### src/rtl/ntt_core_rdx_cut_seq.sv
`default_nettype none
// ============================================================================
// Module   : ntt_core_rdx_cut_seq
// Purpose  : Runtime-configurable radix-cut sequencer. Validates a cut
//            configuration on start, then emits one control beat per
//            handshake: column -> local stage -> polynomial -> beat.
// Revision : 1.0 - initial release
// ============================================================================
module ntt_core_rdx_cut_seq #(
    parameter int RDX_CUT_NB_MAX = 4,
    parameter int LOG_N_MAX      = 11,
    parameter int LOG_PSI        = 3,
    parameter int BATCH_W        = 4,
    parameter int NGC_S_MAX      = 5,
    parameter int CYC_S_MAX      = 6,
    localparam int NB_W          = $clog2(RDX_CUT_NB_MAX + 1),
    localparam int COL_W         = $clog2(RDX_CUT_NB_MAX),
    localparam int GSTG_W        = $clog2(LOG_N_MAX),
    localparam int BEAT_W        = LOG_N_MAX - 1 - LOG_PSI
) (
    input  logic                        clk,
    input  logic                        a_rst,
    input  logic                        start,
    input  logic [NB_W-1:0]             cfg_cut_nb,
    input  logic [RDX_CUT_NB_MAX*3-1:0] cfg_cut_s,
    input  logic [BATCH_W-1:0]          cfg_batch,
    output logic                        busy,
    output logic                        done,
    output logic                        cfg_err,
    output logic                        out_vld,
    input  logic                        out_rdy,
    output logic [COL_W-1:0]            out_col,
    output logic [2:0]                  out_lstg,
    output logic [GSTG_W-1:0]           out_gstg,
    output logic [BATCH_W-1:0]          out_pbs,
    output logic [BEAT_W-1:0]           out_beat,
    output logic                        out_ngc,
    output logic                        out_sol,
    output logic                        out_eol,
    output logic                        out_last
);

    // Wide enough to hold the sum of every column at its 3-bit maximum.
    localparam int SUM_W = $clog2(RDX_CUT_NB_MAX * 7 + 1) + 1;

    localparam logic [1:0] S_IDLE = 2'd0;
    localparam logic [1:0] S_RUN  = 2'd1;
    localparam logic [1:0] S_ERR  = 2'd2;

    logic [1:0]                  r_state;
    logic [1:0]                  w_state_nxt;

    logic [NB_W-1:0]             r_nb;
    logic [RDX_CUT_NB_MAX*3-1:0] r_cut_s;
    logic [BATCH_W-1:0]          r_batch;
    logic [BEAT_W-1:0]           r_beat_max;

    logic [COL_W-1:0]            r_col;
    logic [2:0]                  r_lstg;
    logic [GSTG_W-1:0]           r_gstg;
    logic [BATCH_W-1:0]          r_pbs;
    logic [BEAT_W-1:0]           r_beat;
    logic                        r_vld;
    logic                        r_ngc;
    logic                        r_sol;
    logic                        r_eol;
    logic                        r_last;
    logic                        r_done;

    logic                        w_cfg_ok;
    logic [SUM_W-1:0]            w_log_n;
    logic [SUM_W-1:0]            w_shift;
    logic [BEAT_W-1:0]           w_beat_max_in;

    logic                        w_load;
    logic                        w_fire;
    logic                        w_fin;

    logic [NB_W-1:0]             w_sel_nb;
    logic [RDX_CUT_NB_MAX*3-1:0] w_sel_cut_s;
    logic [BATCH_W-1:0]          w_sel_batch;
    logic [BEAT_W-1:0]           w_sel_beat_max;

    logic [2:0]                  w_cur_s;
    logic                        w_beat_wrap;
    logic                        w_pbs_wrap;
    logic                        w_lstg_wrap;

    logic [COL_W-1:0]            w_nx_col;
    logic [2:0]                  w_nx_lstg;
    logic [GSTG_W-1:0]           w_nx_gstg;
    logic [BATCH_W-1:0]          w_nx_pbs;
    logic [BEAT_W-1:0]           w_nx_beat;
    logic [2:0]                  w_nx_s;
    logic                        w_nx_sol;
    logic                        w_nx_eol;
    logic                        w_nx_last;

    // Legality of the configuration currently presented on cfg_* and the
    // resulting beat limit; logN is summed at full width so no overflow hides.
    always_comb begin
        w_cfg_ok = (int'(cfg_cut_nb) >= 1) && (int'(cfg_cut_nb) <= RDX_CUT_NB_MAX);
        w_log_n  = '0;
        for (int i = 0; i < RDX_CUT_NB_MAX; i++) begin
            if (i < int'(cfg_cut_nb)) begin
                w_log_n = w_log_n + SUM_W'(cfg_cut_s[3*i +: 3]);
                if (cfg_cut_s[3*i +: 3] == 3'd0) begin
                    w_cfg_ok = 1'b0;
                end
                if ((i == 0) && (int'(cfg_cut_s[3*i +: 3]) > NGC_S_MAX)) begin
                    w_cfg_ok = 1'b0;
                end
                if ((i != 0) && (int'(cfg_cut_s[3*i +: 3]) > CYC_S_MAX)) begin
                    w_cfg_ok = 1'b0;
                end
            end
        end
        if ((int'(w_log_n) < LOG_PSI + 1) || (int'(w_log_n) > LOG_N_MAX)) begin
            w_cfg_ok = 1'b0;
        end
        w_shift       = w_log_n - SUM_W'(LOG_PSI + 1);
        w_beat_max_in = BEAT_W'((32'd1 << w_shift) - 32'd1);
    end

    // State register.
    always_ff @(posedge clk or posedge a_rst) begin
        if (a_rst) begin
            r_state <= S_IDLE;
        end else begin
            r_state <= w_state_nxt;
        end
    end

    // Next-state decode: a start is only honoured from IDLE.
    always_comb begin
        w_state_nxt = r_state;
        case (r_state)
            S_IDLE:  if (start) w_state_nxt = w_cfg_ok ? S_RUN : S_ERR;
            S_RUN:   if (r_vld && out_rdy && r_last) w_state_nxt = S_IDLE;
            S_ERR:   w_state_nxt = S_IDLE;
            default: w_state_nxt = S_IDLE;
        endcase
    end

    // FSM strobes: configuration load, beat acceptance and sequence end.
    always_comb begin
        w_load = (r_state == S_IDLE) && start && w_cfg_ok;
        w_fire = (r_state == S_RUN) && r_vld && out_rdy;
        w_fin  = w_fire && r_last;
    end

    // Next beat: either the first beat of a freshly loaded configuration or
    // the nested-counter advance. Flags are derived from the next counters so
    // they can be registered alongside them.
    always_comb begin
        w_sel_nb       = w_load ? cfg_cut_nb    : r_nb;
        w_sel_cut_s    = w_load ? cfg_cut_s     : r_cut_s;
        w_sel_batch    = w_load ? cfg_batch     : r_batch;
        w_sel_beat_max = w_load ? w_beat_max_in : r_beat_max;

        w_cur_s     = r_cut_s[3*r_col +: 3];
        w_beat_wrap = (r_beat == r_beat_max);
        w_pbs_wrap  = (r_pbs == r_batch);
        w_lstg_wrap = (r_lstg == w_cur_s - 3'd1);

        if (w_load) begin
            w_nx_col  = '0;
            w_nx_lstg = '0;
            w_nx_gstg = '0;
            w_nx_pbs  = '0;
            w_nx_beat = '0;
        end else begin
            w_nx_col  = r_col;
            w_nx_lstg = r_lstg;
            w_nx_gstg = r_gstg;
            w_nx_pbs  = r_pbs;
            w_nx_beat = w_beat_wrap ? '0 : r_beat + BEAT_W'(1);
            if (w_beat_wrap) begin
                w_nx_pbs = w_pbs_wrap ? '0 : r_pbs + BATCH_W'(1);
                if (w_pbs_wrap) begin
                    w_nx_gstg = r_gstg + GSTG_W'(1);
                    w_nx_lstg = w_lstg_wrap ? '0 : r_lstg + 3'd1;
                    if (w_lstg_wrap) begin
                        w_nx_col = r_col + COL_W'(1);
                    end
                end
            end
        end

        w_nx_s    = w_sel_cut_s[3*w_nx_col +: 3];
        w_nx_sol  = (w_nx_lstg == 3'd0) && (w_nx_pbs == '0) && (w_nx_beat == '0);
        w_nx_eol  = (w_nx_lstg == w_nx_s - 3'd1) && (w_nx_pbs == w_sel_batch)
                    && (w_nx_beat == w_sel_beat_max);
        w_nx_last = w_nx_eol && (NB_W'(w_nx_col) == w_sel_nb - NB_W'(1));
    end

    // Configuration capture, beat counters and registered beat outputs.
    always_ff @(posedge clk or posedge a_rst) begin
        if (a_rst) begin
            r_nb       <= '0;
            r_cut_s    <= '0;
            r_batch    <= '0;
            r_beat_max <= '0;
            r_col      <= '0;
            r_lstg     <= '0;
            r_gstg     <= '0;
            r_pbs      <= '0;
            r_beat     <= '0;
            r_vld      <= 1'b0;
            r_ngc      <= 1'b0;
            r_sol      <= 1'b0;
            r_eol      <= 1'b0;
            r_last     <= 1'b0;
            r_done     <= 1'b0;
        end else begin
            r_done <= w_fin;
            if (w_load) begin
                r_nb       <= cfg_cut_nb;
                r_cut_s    <= cfg_cut_s;
                r_batch    <= cfg_batch;
                r_beat_max <= w_beat_max_in;
            end
            if (w_load || (w_fire && !r_last)) begin
                r_col  <= w_nx_col;
                r_lstg <= w_nx_lstg;
                r_gstg <= w_nx_gstg;
                r_pbs  <= w_nx_pbs;
                r_beat <= w_nx_beat;
                r_vld  <= 1'b1;
                r_ngc  <= (w_nx_col == '0);
                r_sol  <= w_nx_sol;
                r_eol  <= w_nx_eol;
                r_last <= w_nx_last;
            end else if (w_fin) begin
                r_col  <= '0;
                r_lstg <= '0;
                r_gstg <= '0;
                r_pbs  <= '0;
                r_beat <= '0;
                r_vld  <= 1'b0;
                r_ngc  <= 1'b0;
                r_sol  <= 1'b0;
                r_eol  <= 1'b0;
                r_last <= 1'b0;
            end
        end
    end

    assign busy     = (r_state == S_RUN);
    assign cfg_err  = (r_state == S_ERR);
    assign done     = r_done;
    assign out_vld  = r_vld;
    assign out_col  = r_col;
    assign out_lstg = r_lstg;
    assign out_gstg = r_gstg;
    assign out_pbs  = r_pbs;
    assign out_beat = r_beat;
    assign out_ngc  = r_ngc;
    assign out_sol  = r_sol;
    assign out_eol  = r_eol;
    assign out_last = r_last;

endmodule
`default_nettype wire
### config.mk
export PLATFORM = sky130hd
export DESIGN_NAME = ntt_core_rdx_cut_seq
export DESIGN_NICKNAME = d
export VERILOG_FILES = /design/src/rtl/ntt_core_rdx_cut_seq.sv
export SDC_FILE = /design/constraint.sdc
export NUM_CORES = 1
export LEC_CHECK = 0
export ABC_CLOCK_PERIOD_IN_PS = 5300
export BUFFER_PORTS_ARGS = -buffer_cell sky130_fd_sc_hd__clkbuf_2
export CAP_MARGIN = 20
export CORE_MARGIN = 8
export CORE_UTILIZATION = 40
export DETAILED_ROUTE_END_ITERATION = 10
export GPL_TIMING_DRIVEN = 0
export SLEW_MARGIN = 0
export SYNTH_ARGS = -nofsm -noshare
export SYNTH_HDL_FRONTEND = slang
export SYNTH_SLANG_ARGS = --single-unit
### constraint.sdc
create_clock -name clk -period 5.3 [get_ports clk]
set_input_delay 0.53 -clock clk [delete_from_list [all_inputs] [get_ports clk]]
set_output_delay 0.53 -clock clk [all_outputs]
set_load 0.005 [all_outputs]
==> flow_metrics.env, run 1 <==
export IMPL_finalSetupViolCount=23
export IMPL_die_y_um=122
export IMPL_cp_arrival_ns=7.22
export IMPL_synth_fp_nets=617
export IMPL_power_per_cell_area_nw_per_um2=367
export IMPL_die_w_um=122
export IMPL_fmax_ghz=0.143
export IMPL_first_pass_iters=5
export IMPL_cts_buffers_inserted=5
export IMPL_finalHoldViolations=0
export IMPL_htreeDepth=2
export IMPL_fin_nets=726
export IMPL_synth_edf_count=0
export IMPL_area_delta_synth_final_pct=34.4
export IMPL_drive_above_1_share_pct=29.3
export IMPL_tightest_slew_ns=0.759
export IMPL_numPortBuffers=48
export IMPL_setup_slack_ns=-1.67
export IMPL_ir_drop_v=0.000126
export IMPL_cp_slowest_stage_delay_ns=0.55
export IMPL_wl_per_cell_um=18.4
export IMPL_drt_iter0_drc=348
export IMPL_top_layer_used="met4"
export IMPL_syn_avg_cell_area_um2=7.87
export IMPL_cts_tree="done"
export IMPL_synthFlopType="dfrtp_1"
export IMPL_drtAntennaViolNets=0
export IMPL_slew_violations=0
export IMPL_finalClockSkew_ns=0.0100
export IMPL_leakage_nw=2.74
export IMPL_violations="setup timing"
export IMPL_grt_pass1_wl_um=24000
export IMPL_critPathKind="input pin to flip-flop"
export IMPL_grt_overflow_total=0
export IMPL_ys_ff_latch=54
export IMPL_route_met3_wl_um=733
export IMPL_yosys_area_top_type_share_pct=30.0
export IMPL_startpoint_type="input pin"
export IMPL_synth_area_um2=4500
export IMPL_antenna_cells=0
export IMPL_crit_path_end_kind="flip-flop"
export IMPL_wl_um=15100
export IMPL_gp_congestion=0.901
export IMPL_clk_pin_slew_ns=0.11
export IMPL_via_count=4757
export IMPL_rsz0062_at_grt="true"
export IMPL_finalCritPeriodShare_pct=132
export IMPL_dieArea_um2=14900
export IMPL_drc_errors=0
export IMPL_min_path_type="input pin to asynchronous set/reset pin"
export IMPL_routed_wl_met2_um=7320
export IMPL_yosys_cell_types_count=78
export IMPL_relSlewSlack_pct=49.3
export IMPL_maxCapViolations=0
export IMPL_grt_usage_pct=20.1
export IMPL_synthTopCellsByCount="93 x nand2_1, 54 x dfrtp_1, 50 x nor2_1"
export IMPL_async_flop_share_pct=100
export IMPL_cts_sinks=54
export IMPL_yosys_area_top_type="dfrtp_1"
export IMPL_ys_top_cells_by_area="dfrtp_1 30%, nand2_1 7.8%, ha_1 5.6%"
export IMPL_hold_slack_ns=0.152
export IMPL_grt_pass1_vias=4612
export IMPL_core_um2=10900
export IMPL_yosysSeqAreaShare_pct=30.0
export IMPL_cts_buffer_depth=2
export IMPL_n_fill_cell=1006
export IMPL_post_dp_hpwl_um=10700
export IMPL_core_rowCount=38
export IMPL_start_util_pct=41.3
export IMPL_cp_top_family="buffers and inverters"
export IMPL_worst_path_buf_inv=26
export IMPL_power_mw=2.22
export IMPL_grt_max_degree=39
export IMPL_cp_max_fo=4
export IMPL_crit_required_ns=5.55
export IMPL_syn_inst=572
export IMPL_worstSkewPairLatency_ns=0.33
export IMPL_synth_warnings=0
export IMPL_clockRootBuffer="clkbuf_8"
export IMPL_outcome="finished, violations left"
export IMPL_avgViaCountPerCell=5.79
export IMPL_crit_slowest_cell="fa_1"
export IMPL_antenna_found_initial=0
export IMPL_fin_crit_ns=6.97
export IMPL_pin_count=51
export IMPL_wl_met1_um=6690
export IMPL_cp_common_cell="buf_6"
export IMPL_yosysMostFrequentCell="nand2_1"
-- path summary, 6_finish.rpt --
path / startpoint / endpoint / slack [ns] / depth (start not counted)
worst max-delay path: cfg_cut_nb[0] / out_last$_DFFE_PP0P_ / -1.67 / 43
worst min-delay path: a_rst / out_lstg[2]$_DFFE_PP0P_ / 0.15 / 2
worst max register to register: out_col[0]$_DFFE_PP0P_ / out_last$_DFFE_PP0P_ / 0.54 / 18
worst min register to register: r_cut_s[3]$_DFF_PP0_ / r_cut_s[3]$_DFF_PP0_ / 0.51 / 2
max in group asynchronous: a_rst / out_beat[6]$_DFFE_PP0P_ / 4.61 / 3
min in group clk: cfg_cut_s[3] / r_cut_s[3]$_DFF_PP0_ / 0.45 / 3
-- logic make-up (layout without fill, tap and decap cells) --
logic type / after synthesis / count (layout) / synth area share [%]
buf+inv: 55 / 165 / 4.89
flops: 54 / 54 / 30.0
mux: 11 / 11 / 3.39
fa+ha+maj: 23 / 23 / 6.67
simple gates: 238 / 238 / 25.4
compound gates: 157 / 157 / 22.8
xor+xnor: 34 / 34 / 6.78
-- registers in the layout, indices dropped and copies added (netlist names) --
| register | cells |
|---|---|
| r_beat_max | 7 |
| r_batch | 4 |
| r_nb | 3 |
| out_pbs | 4 |
| r_cut_s | 12 |
| out_last | 1 |
| done | 1 |
| out_vld | 1 |
| out_sol | 1 |
| out_beat | 7 |
| out_col | 2 |
| r_state | 2 |
| out_eol | 1 |
| out_lstg | 3 |
| out_ngc | 1 |
| out_gstg | 4 |
-- report_power, final --
group | internal (mW) | switching (mW) | leakage, nW
registers | 0.530 | 0.149 | 0.660
logic | 0.608 | 0.640 | 2.02
clock network | 0.142 | 0.152 | 0.0585
total | 1.28 | 0.941 | 2.74
-- cell usage in the layout, fill, tap and decap left out, types with 4 or more instances in the layout --
cell type  Yosys  final
xnor2_2        1      4
xnor2_1       20     17
nand3_1       17     15
clkbuf_1      18     12
nor2b_1        8      8
o21ai_0       42     29
nand4_1        8      8
buf_4          0     32
or3_1          7      6
inv_1         26     20
a21o_1         7      7
ha_4           0      6
o21ai_1        4      9
nand2_1       93     83
nor3_1        12      9
nand2_2        0     10
dfrtp_1       54     54
a21oi_1       34     31
a22oi_1        8      7
a211oi_1       4      4
a31oi_1        9      9
and3_1         9      9
and2_1         5      5
clkbuf_2       0     45
ha_1          20     12
clkbuf_16      0      4
nor2_1        50     48
o21ai_2        0      7
xor2_1        13     12
nand2b_1       7      7
buf_8          0      7
clkbuf_8       0      5
buf_6          1     19
buf_2          5      7
inv_2          0      5
a21boi_0       5      4
-- area by class of cell --
type | count | area (um2) | area share [%]
Buffer | 29 | 248 | 4.10
Clock buffer | 5 | 68.8 | 1.14
Clock inverter | 3 | 43.8 | 0.724
Inverter | 26 | 100 | 1.65
Multi-Input combinational cell | 463 | 3270 | 54.1
Sequential cell | 54 | 1350 | 22.3
Tap cell | 140 | 175 | 2.90
Timing Repair Buffer | 102 | 788 | 13.0
-- per-stage QoR --
stage	setup TNS, ns	utilization (%)	instance area, um2	worst slack, ns	std cells
detailed placement	-76.96	46.4	5050	-2.81	761
global placement	-73.61	46.2	5030	-2.73	760
floorplan	-12.67	-	4620	-1.78	572
global route	-12.57	55.6	6050	-1.89	822
CTS	-4.30	52.5	5720	-1.67	803
finish	-7.61	55.6	6050	-1.67	822
-- metal layers --
layer	vias up	global-route usage (%)
li1	2278	-
met1	2293	25.2
met2	160	34.3
met3	26	2.41
met4	0	8.30
met5	-	0
-- timing repair --
action	4_1_cts	5_1_grt
pin swaps	15	21
setup buffers	35	18
hold buffers	0	0
gates resized for setup	73	50
gates cloned	0	1
endpoints found under the setup margin	52	49
(Power assumes the default switching activity.)
==> inputs of run 2 (changes only) <==
Settings changed: BUFFER_PORTS_ARGS -buffer_cell sky130_fd_sc_hd__clkbuf_2 to unset, DONT_BUFFER_PORTS set to 1, SLEW_MARGIN 0 to 20.
==> run 2 against run 1 <==
Via count decreased by 5.5%. Register-to-register slack improved by 0.03 ns. Critical path type unchanged. First-iteration DRC count increased by 0.57%. Die area unchanged. Design area decreased by 6.1%. The run still ends with setup timing left. Core utilization decreased by 3.4 points. Global-route usage decreased by 0.95 points. Worst setup slack improved by 0.12 ns. Clock-buffer cell count increased by 1. Sequential power increased by 2%. Critical path depth decreased by 10.
==> flow_metrics.env, run 2 (same netlist as run 1, synthesis figures left out) <==
export IMPL_routed_wl_met2_um=7140
export IMPL_finalClockSkew_ns=0.0128
export IMPL_crit_start="cfg_cut_nb[1]"
export IMPL_dpl_cell_area_um2=4790
export IMPL_final_cell_mix="71 x nand2_1, 54 x dfrtp_1, 48 x nor2_1, 39 x buf_4, 31 x a21oi_1"
export IMPL_slew_violations=0
export IMPL_fin_crit_ns=6.85
export IMPL_leakage_nw=2.47
export IMPL_grt_overflow_total=0
export IMPL_wl_per_cell_um=19.0
export IMPL_grt_pass1_vias=4308
export IMPL_violations="setup timing"
export IMPL_clockRootBuffer="clkbuf_8"
export IMPL_via_count=4495
export IMPL_die_y_um=122
export IMPL_cts_buffer_depth=2
export IMPL_fmax_ghz=0.146
export IMPL_first_pass_iters=5
export IMPL_p_switching_mw=0.894
export IMPL_cp_common_cell="ha_4"
export IMPL_gp_congestion=0.862
export IMPL_switching_share_pct=42.7
export IMPL_final_setup_tns_ns=-7.20
export IMPL_timing_rr_start="out_col[0]$_DFFE_PP0P_"
export IMPL_grt_max_degree=55
export IMPL_antenna_found_initial=0
export IMPL_drt_iter0_drc=350
export IMPL_relSlewSlack_pct=52.7
export IMPL_grt_pass1_wl_um=23000
export IMPL_cp_arrival_ns=7.10
export IMPL_startpoint_type="input pin"
export IMPL_top_layer_used="met4"
export IMPL_grt_usage_pct=19.1
export IMPL_intPower_mw=1.20
export IMPL_start_util_pct=41.3
export IMPL_dieArea_um2=14900
export IMPL_drc_errors=0
export IMPL_finalHoldViolations=0
export IMPL_clock_power_share_pct=13.7
export IMPL_largest_register_ffs=12
export IMPL_antenna_cells=0
export IMPL_wl_met1_um=6480
export IMPL_crit_slowest_cell="fa_1"
export IMPL_cts_sinks=54
export IMPL_fin_nets=674
export IMPL_drive_above_1_share_pct=24.0
export IMPL_share_comb_of_total_power_pct=53.1
export IMPL_cts_buffers_inserted=5
export IMPL_tightest_slew_ns=0.708
export IMPL_crit_path_end_kind="flip-flop"
export IMPL_p_seq_share_pct=33.1
export IMPL_finalCritPeriodShare_pct=129
export IMPL_drtAntennaViolNets=0
export IMPL_core_rowCount=38
export IMPL_htreeDepth=2
export IMPL_area_delta_synth_final_pct=26.2
export IMPL_cp_max_fo=6
export IMPL_die_w_um=122
export IMPL_wl_um=14600
export IMPL_numPortBuffers=0
export IMPL_critPathKind="input pin to flip-flop"
export IMPL_rsz0062_at_grt="true"
export IMPL_post_dp_hpwl_um=10400
export IMPL_final_area_um2=5680
export IMPL_outcome="finished, violations left"
export IMPL_maxCapViolations=0
export IMPL_crit_required_ns=5.55
export IMPL_ir_drop_v=0.000164
export IMPL_avgViaCountPerCell=5.84
export IMPL_core_um2=10900
export IMPL_power_per_cell_area_nw_per_um2=369
export IMPL_finalSetupViolCount=27
export IMPL_cp_slowest_stage_delay_ns=0.54
export IMPL_setup_slack_ns=-1.55
export IMPL_clk_pin_slew_ns=0.11
export IMPL_pin_count=51
export IMPL_cts_tree="done"
export IMPL_hold_buffers=0
export IMPL_worstSkewPairLatency_ns=0.33
export IMPL_r2r_worst_path_cells=18
export IMPL_hold_slack_ns=0.170
export IMPL_final_common_cell="nand2_1"
export IMPL_regMostFlops="r_cut_s"
export IMPL_route_met3_wl_um=733
export IMPL_min_path_type="input pin to asynchronous set/reset pin"
## run 2: changes by cell type in the layout (fill, tap and decap cells not counted), sizes merged
cell,before,now
clkbuf,67,24
buf,69,61
clkinv,1,0
clkinvlp,0,1
inv,27,26
## run 2: worst paths after layout
kind	to	slack [ns]
max in group asynchronous	r_beat_max[6]$_DFF_PP0_	4.67
min in group clk	r_cut_s[5]$_DFF_PP0_	0.31
worst max register to register	out_last$_DFFE_PP0P_	0.57
worst min-delay path	out_gstg[2]$_DFFE_PP0P_	0.17
worst max-delay path	out_last$_DFFE_PP0P_	-1.55
worst min register to register	r_nb[1]$_DFF_PP0_	0.51
## run 2: per-layer routing
metal  vias up  GRT usage [%]
met1      2210           24.2
met3        19           3.10
met4         0           5.48
li1       2170              -
met2        96           32.9
met5         -              0
## run 2: power groups by stage
stage               Sequential [mW]  Clock (mW)  Combinational [mW]
floorplan                     0.631           0               0.732
finish                        0.695       0.287                1.11
global placement              0.683           0               0.883
global route                  0.715       0.310                1.23
detailed placement            0.687           0               0.901
CTS                           0.678       0.297                1.01
## run 2: area by class of cell
type | instances | area [um2]
inverters | 26 | 100
well taps | 140 | 175
clock buffers | 6 | 72.6
repair buffers | 50 | 438
fillers | 1049 | 5210
multi-input cells | 463 | 3270
plain buffers | 29 | 239
clock inverters | 2 | 37.5
flip-flops and latches | 54 | 1350
## run 2: through the flow
stage,instances,power (mW),util [%],worst slack (ns)
6_report,770,2.10,52.2,-1.55
5_1_grt,770,2.25,52.2,-1.87
4_1_cts,748,1.98,48.3,-1.59
3_5_place_dp,712,1.59,44.0,-2.61
3_3_place_gp,712,1.57,44.0,-2.58
2_1_floorplan,572,1.36,-,-1.78
## run 2: repair_timing
item                                    in CTS  in global routing
endpoints found under the setup margin      52                 49
gates resized for setup                     34                 81
pin swaps                                   18                 37
endpoints found under the hold margin        0                  0
buffers inserted                            28                 21
cloned                                       0                  1
## run 2: worst max-delay path: cells and delay by family
| family | cells | cell delay [ns] |
|---|---|---|
| fa+ha+maj | 5 | 1.50 |
| simple gates | 5 | 0.91 |
| compound gates | 13 | 2.56 |
| buf+inv | 5 | 0.53 |
| xor+xnor | 3 | 0.49 |
| mux | 2 | 0.56 |
==> inputs of run 3 (changes only) <==
Settings changed: SETUP_SLACK_MARGIN set to 0.02.
==> run 3 against run 2 <==
The run still ends with setup timing left. Register-to-register slack got worse by 0.10 ns. Fmax fell by 1.5%. Wire length rose by 1.0%. Sequential share of layout area fell by 0.67 points. Worst setup slack got worse by 0.10 ns. Design area rose by 2.9%. Hold slack improved by 0.0027 ns. Clock skew fell by 0.0039 ns. Clock power fell by 15%. Via count rose by 2.0%. Core utilization rose by 1.5 points. Critical endpoint unchanged. Highest routed layer unchanged.
==> flow_metrics.env, run 3 (same netlist as run 1, synthesis figures left out) <==
export IMPL_outcome="finished, violations left"
export IMPL_violations="setup timing"
export IMPL_final_cell_mix="71 x nand2_1, 54 x dfrtp_1, 48 x nor2_1, 42 x buf_4"
export IMPL_cp_arrival_ns=7.19
export IMPL_cp_slowest_stage_delay_ns=0.52
export IMPL_finalCritPeriodShare_pct=131
export IMPL_area_delta_synth_final_pct=29.9
export IMPL_crit_start="cfg_cut_nb[1]"
export IMPL_critPathKind="input pin to flip-flop"
export IMPL_drtAntennaViolNets=0
export IMPL_relSlewSlack_pct=53.5
export IMPL_grt_overflow_total=0
export IMPL_fin_nets=680
export IMPL_leakage_nw=2.53
export IMPL_min_path_type="input pin to asynchronous set/reset pin"
export IMPL_pin_count=51
export IMPL_clk_pin_slew_ns=0.11
export IMPL_regMostFlops="r_cut_s"
export IMPL_finalClockSkew_ns=0.00890
export IMPL_core_rowCount=38
export IMPL_dieArea_um2=14900
export IMPL_largest_register_ffs=12
export IMPL_fmax_ghz=0.144
export IMPL_via_count=4587
export IMPL_finalSetupViolCount=26
export IMPL_antenna_cells=0
export IMPL_worstSkewPairLatency_ns=0.32
export IMPL_grt_max_degree=55
export IMPL_cts_buffer_depth=2
export IMPL_maxCapViolations=0
export IMPL_finalHoldViolations=0
export IMPL_crit_slowest_cell="fa_1"
export IMPL_wl_per_cell_um=19.0
export IMPL_numPortBuffers=0
export IMPL_drc_errors=0
export IMPL_antenna_found_initial=0
export IMPL_timing_rr_start="out_col[0]$_DFFE_PP0P_"
export IMPL_drive_above_1_share_pct=27.0
export IMPL_core_um2=10900
export IMPL_r2r_slack_ns=0.47
export IMPL_gp_congestion=0.854
export IMPL_crit_path_end_kind="flip-flop"
export IMPL_power_mw=2.13
export IMPL_clockRootBuffer="clkbuf_8"
export IMPL_ir_drop_v=0.000154
export IMPL_cts_tree="done"
export IMPL_start_util_pct=41.3
export IMPL_cp_max_fo=4
export IMPL_die_w_um=122
export IMPL_final_common_cell="nand2_1"
export IMPL_rr_endpoint="out_last$_DFFE_PP0P_"
export IMPL_grt_usage_pct=19.2
export IMPL_cts_buffers_inserted=5
export IMPL_post_dp_hpwl_um=10500
export IMPL_grt_pass1_vias=4305
export IMPL_final_core_util_pct=53.7
export IMPL_cts_sinks=54
export IMPL_crit_required_ns=5.54
export IMPL_first_pass_iters=5
export IMPL_die_y_um=122
export IMPL_wl_um=14800
export IMPL_power_per_cell_area_nw_per_um2=364
export IMPL_avgViaCountPerCell=5.91
export IMPL_startpoint_type="input pin"
export IMPL_rsz0062_at_grt="true"
export IMPL_tightest_slew_ns=0.696
export IMPL_setup_slack_ns=-1.65
export IMPL_slew_violations=0
export IMPL_htreeDepth=2
export IMPL_grt_pass1_wl_um=23100
export IMPL_r2r_worst_path_cells=18
export IMPL_fin_crit_ns=6.95
export IMPL_drt_iter0_drc=380
export IMPL_worstSetupEndpoint="out_last$_DFFE_PP0P_"
-- run 3: stage by stage --
stage / worst slack [ns] / std cells / TNS [ns] / instance area, um2 / hold WS, ns
after floorplan: -1.78 / 572 / -12.67 / 4620 / 0.455
after global placement: -2.57 / 712 / -64.44 / 4790 / 0.476
after detailed placement: -2.71 / 712 / -70.69 / 4790 / 0.485
after CTS: -1.70 / 753 / -4.71 / 5320 / 0.198
after global routing: -1.92 / 776 / -11.17 / 5850 / 0.219
final: -1.65 / 776 / -5.22 / 5850 / 0.173
-- run 3: worst min path at each step --
stage,start,cells past startpoint,to,slack [ns]
2_1_floorplan,r_cut_s[0]$_DFF_PP0_,2,r_cut_s[0]$_DFF_PP0_,0.45
3_3_place_gp,r_nb[1]$_DFF_PP0_,2,r_nb[1]$_DFF_PP0_,0.48
3_5_place_dp,r_nb[1]$_DFF_PP0_,2,r_nb[1]$_DFF_PP0_,0.49
4_1_cts,a_rst,1,out_lstg[2]$_DFFE_PP0P_,0.20
5_1_grt,a_rst,1,out_lstg[2]$_DFFE_PP0P_,0.22
6_report,a_rst,1,out_col[1]$_DFFE_PP0P_,0.17
-- run 3: worst max-delay path, delay by kind of cell --
| kind | cells | cell delay (ns) |
|---|---|---|
| AO/OA/AOI/OAI | 13 | 2.31 |
| adder cells (fa/ha/maj) | 6 | 1.79 |
| buffers and inverters | 5 | 0.51 |
| XOR/XNOR | 2 | 0.42 |
| AND/OR/NAND/NOR | 6 | 1.03 |
| multiplexers | 2 | 0.56 |
-- run 3: final cells by class --
type                            count  area, um2
Fill cell                        1030       5040
Clock inverter                      3       21.3
Inverter                           26        100
Sequential cell                    54       1350
Timing Repair Buffer               56        507
Clock buffer                        5       68.8
Tap cell                          140        175
Multi-Input combinational cell    463       3380
Buffer                             29        239
-- run 3: layer usage --
layer | global-route usage [%] | up-vias | part of all wire [%]
met4 | 5.33 | 0 | 1.1
met2 | 33.2 | 155 | 50
li1 | - | 2184 | -
met5 | 0 | - | 0
met3 | 3.61 | 12 | 6.8
met1 | 24.0 | 2236 | 42
-- run 3: where the power goes --
group | leakage, nW | internal [mW] | switching [mW]
registers | 0.660 | 0.530 | 0.165
clock network | 0.0441 | 0.0934 | 0.150
logic | 1.83 | 0.579 | 0.609
-- run 3: timing repair --
action                                  4_1_cts  5_1_grt
setup buffers                                33       26
hold buffers                                  0        0
pin swaps                                    21       48
resized for setup                            45      101
endpoints found under the setup margin       52       51
gates cloned                                  0        1
